**config.mk**
```make
export PLATFORM = sky130hd
export DESIGN_NAME = writeback_unit
export DESIGN_NICKNAME = d
export VERILOG_FILES = /design/src/rtl/writeback_unit.sv
export SDC_FILE = /design/constraint.sdc
export NUM_CORES = 1
export LEC_CHECK = 0
export CAP_MARGIN = 10
export CELL_PAD_IN_SITES_DETAIL_PLACEMENT = 1
export CELL_PAD_IN_SITES_GLOBAL_PLACEMENT = 1
export CORE_UTILIZATION = 49
export DETAILED_ROUTE_END_ITERATION = 8
export DONT_BUFFER_PORTS = 1
export PLACE_DENSITY_LB_ADDON = 0.1
export SLEW_MARGIN = 30
export SYNTH_ARGS = -nofsm -noshare
export SYNTH_HDL_FRONTEND = slang
export SYNTH_SLANG_ARGS = --single-unit
```
**constraint.sdc**
```tcl
create_clock -name clk -period 4.5 [get_ports clk]
set_input_delay 0.9 -clock clk [delete_from_list [all_inputs] [get_ports clk]]
set_output_delay 0.9 -clock clk [all_outputs]
set_load 0.005 [all_outputs]
```
**src/rtl/writeback_unit.sv**
```systemverilog
// Writeback stage: merges load responses and ALU results into one registered
// register-file write port, with an in-order ALU buffer and pending-rd flags.
module writeback_unit #(
  parameter int ALU_FIFO_DEPTH = 2
) (
  input  logic        clk,
  input  logic        rst,
  input  logic        alu_valid,
  output logic        alu_ready,
  input  logic [4:0]  alu_rd,
  input  logic [31:0] alu_data,
  input  logic        ld_valid,
  input  logic [4:0]  ld_rd,
  input  logic [2:0]  ld_funct3,
  input  logic [1:0]  ld_addr_lo,
  input  logic [31:0] ld_rdata,
  output logic        wb_valid,
  output logic [4:0]  wb_rd,
  output logic [31:0] wb_data,
  input  logic [4:0]  rs1_q,
  input  logic [4:0]  rs2_q,
  output logic        busy_rs1,
  output logic        busy_rs2
);
  localparam int PW = $clog2(ALU_FIFO_DEPTH);
  localparam int CW = PW + 1;

  typedef struct packed {
    logic [4:0]  rd;
    logic [31:0] data;
  } wb_req_t;

  wb_req_t                   fifo_q [ALU_FIFO_DEPTH];
  logic [ALU_FIFO_DEPTH-1:0] ent_vld_q, ent_vld_d;
  logic [PW-1:0]             wr_ptr_q, wr_ptr_d, rd_ptr_q, rd_ptr_d;
  logic [CW-1:0]             cnt_q, cnt_d;
  logic                      wb_valid_q, wb_valid_d;
  logic [4:0]                wb_rd_q, wb_rd_d;
  logic [31:0]               wb_data_q, wb_data_d;

  logic        accept, ld_claim, fifo_empty, pop, direct, push;
  logic [7:0]  ld_byte;
  logic [15:0] ld_half;
  logic [31:0] ld_fmt;

  always_comb begin
    ld_byte = ld_rdata[{ld_addr_lo, 3'b000} +: 8];
    ld_half = ld_addr_lo[1] ? ld_rdata[31:16] : ld_rdata[15:0];
    case (ld_funct3)
      3'b000:  ld_fmt = {{24{ld_byte[7]}}, ld_byte};
      3'b100:  ld_fmt = {24'd0, ld_byte};
      3'b001:  ld_fmt = {{16{ld_half[15]}}, ld_half};
      3'b101:  ld_fmt = {16'd0, ld_half};
      default: ld_fmt = ld_rdata;
    endcase
  end

  // Full blocks acceptance even when a pop happens this cycle, keeping ready off the pop path.
  assign alu_ready  = rst && (cnt_q != CW'(ALU_FIFO_DEPTH));
  assign accept     = alu_valid && alu_ready;
  assign ld_claim   = ld_valid && (ld_rd != 5'd0);
  assign fifo_empty = (cnt_q == '0);
  assign pop        = !ld_claim && !fifo_empty;
  assign direct     = !ld_claim && fifo_empty && accept && (alu_rd != 5'd0);
  assign push       = accept && (alu_rd != 5'd0) && !direct;

  always_comb begin
    wb_valid_d = 1'b0;
    wb_rd_d    = wb_rd_q;
    wb_data_d  = wb_data_q;
    if (ld_claim) begin
      wb_valid_d = 1'b1;
      wb_rd_d    = ld_rd;
      wb_data_d  = ld_fmt;
    end else if (pop) begin
      wb_valid_d = 1'b1;
      wb_rd_d    = fifo_q[rd_ptr_q].rd;
      wb_data_d  = fifo_q[rd_ptr_q].data;
    end else if (direct) begin
      wb_valid_d = 1'b1;
      wb_rd_d    = alu_rd;
      wb_data_d  = alu_data;
    end
  end

  always_comb begin
    ent_vld_d = ent_vld_q;
    wr_ptr_d  = wr_ptr_q;
    rd_ptr_d  = rd_ptr_q;
    cnt_d     = cnt_q;
    if (pop) begin
      ent_vld_d[rd_ptr_q] = 1'b0;
      rd_ptr_d            = rd_ptr_q + PW'(1);
    end
    if (push) begin
      ent_vld_d[wr_ptr_q] = 1'b1;
      wr_ptr_d            = wr_ptr_q + PW'(1);
    end
    case ({push, pop})
      2'b10:   cnt_d = cnt_q + CW'(1);
      2'b01:   cnt_d = cnt_q - CW'(1);
      default: cnt_d = cnt_q;
    endcase
  end

  always_ff @(posedge clk) begin
    if (!rst) begin
      ent_vld_q  <= '0;
      wr_ptr_q   <= '0;
      rd_ptr_q   <= '0;
      cnt_q      <= '0;
      wb_valid_q <= 1'b0;
      wb_rd_q    <= '0;
      wb_data_q  <= '0;
    end else begin
      ent_vld_q  <= ent_vld_d;
      wr_ptr_q   <= wr_ptr_d;
      rd_ptr_q   <= rd_ptr_d;
      cnt_q      <= cnt_d;
      wb_valid_q <= wb_valid_d;
      wb_rd_q    <= wb_rd_d;
      wb_data_q  <= wb_data_d;
    end
  end

  // Entry storage needs no reset; ent_vld_q qualifies it.
  always_ff @(posedge clk) begin
    if (push) fifo_q[wr_ptr_q] <= '{rd: alu_rd, data: alu_data};
  end

  function automatic logic pending(input logic [4:0] rs);
    logic hit;
    hit = wb_valid_q && (wb_rd_q == rs);
    for (int i = 0; i < ALU_FIFO_DEPTH; i++)
      if (ent_vld_q[i] && (fifo_q[i].rd == rs)) hit = 1'b1;
    return hit && (rs != 5'd0);
  endfunction

  assign busy_rs1 = pending(rs1_q);
  assign busy_rs2 = pending(rs2_q);

  assign wb_valid = wb_valid_q;
  assign wb_rd    = wb_rd_q;
  assign wb_data  = wb_data_q;
endmodule

```
==> metrics.log <==
[metrics] Sequential Power Share: 39.8%
[metrics] total iterations of the first detailed-routing run: 5
[metrics] total of fill cells in the finished design: around 1300
[metrics] overall power of the completed layout: 3.605 mW
[metrics] commonest non-fill, non-tap cell in the layout: sky130_fd_sc_hd__edfxtp_1
[metrics] Sw Ratio: 30.99%
[metrics] post-synthesis cell count: 586
[metrics] via count: 4668
[metrics] pwr/cell area: 533.0 nW/um2
[metrics] mean post-synth cell area: 10.35 um2
[metrics] flip-flop and latch count after synthesis: 119
[metrics] compound-cell area share of the yosys netlist: 20.26%
[metrics] initial standard-cell utilization of the core: 50.27%
[metrics] adder and majority cell fraction of the synthesized area: 0.2064%
[metrics] sinks on the clock net: 119
[metrics] count of standard-cell rows: 40
[metrics] Post-layout nets: 661
[metrics] number of CTS-inserted buffers: 17
[metrics] shortest period the worst path allows: 3.023 ns
[metrics] CTS hold repair buffers: 0
[metrics] TritonCTS clock tree: yes
[metrics] Syn. warnings: 0
[metrics] DRC: 0
[metrics] clock insertion delay at the later pin of the skew report: approximately 0.42 ns
[metrics] Final Hold Fails: 0
[metrics] aggregate routed wire length: 18140 um
[metrics] Comb power frac: 22.6%
[metrics] Seq/Total Area, Yosys: 51.51%
[metrics] syn nets: 680
[metrics] Setup Buffers After CTS: 0
[metrics] Internal Pwr Total: 2.488 mW
[metrics] most instantiated flip-flop cell in the synthesis netlist: sky130_fd_sc_hd__edfxtp_1
[metrics] Storage cell area: 3124 um2
[metrics] Die ar.: 12820 um2
[metrics] Port Buffers: 0
[metrics] total area of multi-input combinational cells: about 2700 um2
[metrics] quantity of gates resized following cts: 0
[metrics] kind of end point of the critical path: register
[metrics] synthesized-area fraction occupied by and/or/nand/nor cells: between 10 and 15%
[metrics] chip width: 113.2 um
[metrics] clock network fraction of total power: 37.6%
[metrics] leakage power total: about 2.3 nW
[metrics] status: complete, no violations
[metrics] post-placement worst setup slack: roughly 1.3 ns
[metrics] pin count of the biggest net entering global routing: 53
[metrics] final instance area: just under 7000 um2
[metrics] headroom to the max-slew limit: 41.72%
[metrics] synthesis-to-layout area growth: 11.56%
[metrics] RSZ-0062 raised after global routing: false
[metrics] number of global-route vias before repair: just under 5000
[metrics] Final Skew: just over 0.009 ns
[metrics] path type of the worst min-delay path: register to register
[metrics] final core utilization: 56.08%
[metrics] Final GP Congestion: approximately 0.93
[metrics] maximum clock rate: 0.3308 GHz
[metrics] kind of start point of the critical path: register
[metrics] Tightest Pin Transition: 0.8724 ns
[metrics] Detail Route Antenna Nets: 0
[metrics] Routed WL per cell: around 24 um
[metrics] sw power: 1.117 mW
[metrics] post-detailed-placement half-perimeter wirelength: ~12000 um
[metrics] Sum Neg Setup Slack: 0 ns
[metrics] count of pins on the block boundary: 134
[metrics] Clock Pin Slew Worst Setup and Hold Paths: ~0.060 ns
[metrics] Synth Area in XOR/XNOR: 4.767%
[metrics] Finish-stage setup viols: 0
[metrics] clk buf depth: 2
[metrics] share of synthesized area spent on multiplexers: under 10%
[metrics] required time at the endpoint of the critical path: around 4.6 ns
[metrics] placed cell count: 716
[metrics] slack of the critical path: 1.477 ns
[metrics] worst reg2reg path depth: 4
[metrics] area of placed instances: 6162 um2
[metrics] number of flops mapped to enable cells by yosys: 74
[metrics] final clock period utilization by the worst path: 67.19%
[metrics] number of max-capacitance violations reported: 0
[metrics] Avg Vias per Cell: 6.224
[metrics] largest fanout on the critical path: 25
[metrics] Core Box Area: about 12000 um2
[metrics] WHS: 0.4713 ns
[metrics] global-route wire length before repair: 27530 um
[metrics] combinational family with the most area after synthesis: compound AO/OA/AOI/OAI gates
[metrics] remaining global-route overflow: 0
[metrics] root buffer selected by CTS: sky130_fd_sc_hd__clkbuf_16
[metrics] post-synthesis async set-or-reset flop share: 0%
[metrics] start-to-end type of the worst setup path: register to register
[metrics] final standard cell count with taps included and fillers excluded: 750
[metrics] top library cells by usage in the layout, fill and taps aside: sky130_fd_sc_hd__edfxtp_1, sky130_fd_sc_hd__a21oi_1, sky130_fd_sc_hd__nand2_1, sky130_fd_sc_hd__dfxtp_1, sky130_fd_sc_hd__nor2_1
[metrics] unique cell type count in the Yosys netlist: 53
[metrics] initial drt markers: 344
[metrics] combined global-route utilization of all metal layers: 29.26%
[metrics] fin. max-slew vios: 0
[metrics] H-tree depth: 4
[metrics] Die H: 113.2 um
[metrics] IR drop worst, VDD: 220.1 uV
[metrics] initial antenna violation count: 4
[metrics] cell depth of the worst hold path: 2
[metrics] fraction of final layout cells sized beyond drive strength 1: 8.793%
[metrics] Post-Syn Area: 6063 um2
[metrics] Arrival @ worst endpoint: between 3 and 4 ns
## layout make-up
cell class / count / area share [%]
flip-flops and latches: 119 / 46.19
multi-input cells: 409 / 40.25
clock buffers: 24 / 7.418
well taps: 168 / 3.108
clock inverters: 8 / 1.406
repair buffers: 8 / 0.8879
inverters: 12 / 0.6659
diodes: 2 / 0.07399
## metal layers
layer / GRT usage (%) / part of all wire, % / vias to the layer above
met5: 0 / 0.055 / -
met3: 13.07 / 8.9 / 33
met4: 10.70 / 1.9 / 2
met1: 33.62 / 40 / 2338
met2: 48.18 / 49 / 154
li1: - / - / 2141
## cell families after synthesis
logic type	Yosys count
adder cells (fa/ha/maj)	1
flip-flops	119
AND/OR/NAND/NOR	154
XOR/XNOR	33
buffers and inverters	58
multiplexers	44
AO/OA/AOI/OAI	177
## state kept, by name (all words and copies together) (netlist names), named ones only
signal and flops:
wr_ptr_q 1, wb_rd 5, wb_data 32, fifo_q 74, wb_valid 1, ent_vld_q 2
rd_ptr_q 1, cnt_q 2
## power by group through the flow
stage / Combinational, mW / Clock [mW] / Sequential, mW
floorplan: 0.658 / 0 / 1.38
global placement: 0.776 / 0 / 1.45
detailed placement: 0.801 / 0 / 1.45
CTS: 0.818 / 1.37 / 1.43
global route: 0.892 / 1.42 / 1.45
finish: 0.815 / 1.36 / 1.43
## worst paths after layout
kind | start | endpoint | slack [ns]
setup / recovery | cnt_q[1] | fifo_q[1][9] | 1.48
hold / removal | wb_data[29] | wb_data[29] | 0.47
setup reg to reg | cnt_q[1] | fifo_q[1][9] | 1.48
hold reg to reg | wb_data[29] | wb_data[29] | 0.47
## synth_stat cells, drive strengths merged (11+ instances only)
cell	number	area, um2
clkbuf	31	116.4
a21oi	45	229.0
edfxtp	74	2222
a211o	13	113.9
o21ai	17	85.08
a21boi	18	135.1
a211oi	23	172.7
dfxtp	45	900.9
buf	15	73.82
nor3	17	85.08
mux2i	41	410.4
o21a	11	82.58
xor2	25	219.0
nor2	45	171.4
nand2	44	165.2
inv	12	45.04
## critical path, cell delays in order, from the launching register on
cell	delay, ns
sky130_fd_sc_hd__dfxtp_1	0.88
sky130_fd_sc_hd__nor2_1	0.43
sky130_fd_sc_hd__a211o_1	0.49
sky130_fd_sc_hd__nor2_4	0.39
sky130_fd_sc_hd__buf_4	0.45
Power figures use the tool's default switching activity.
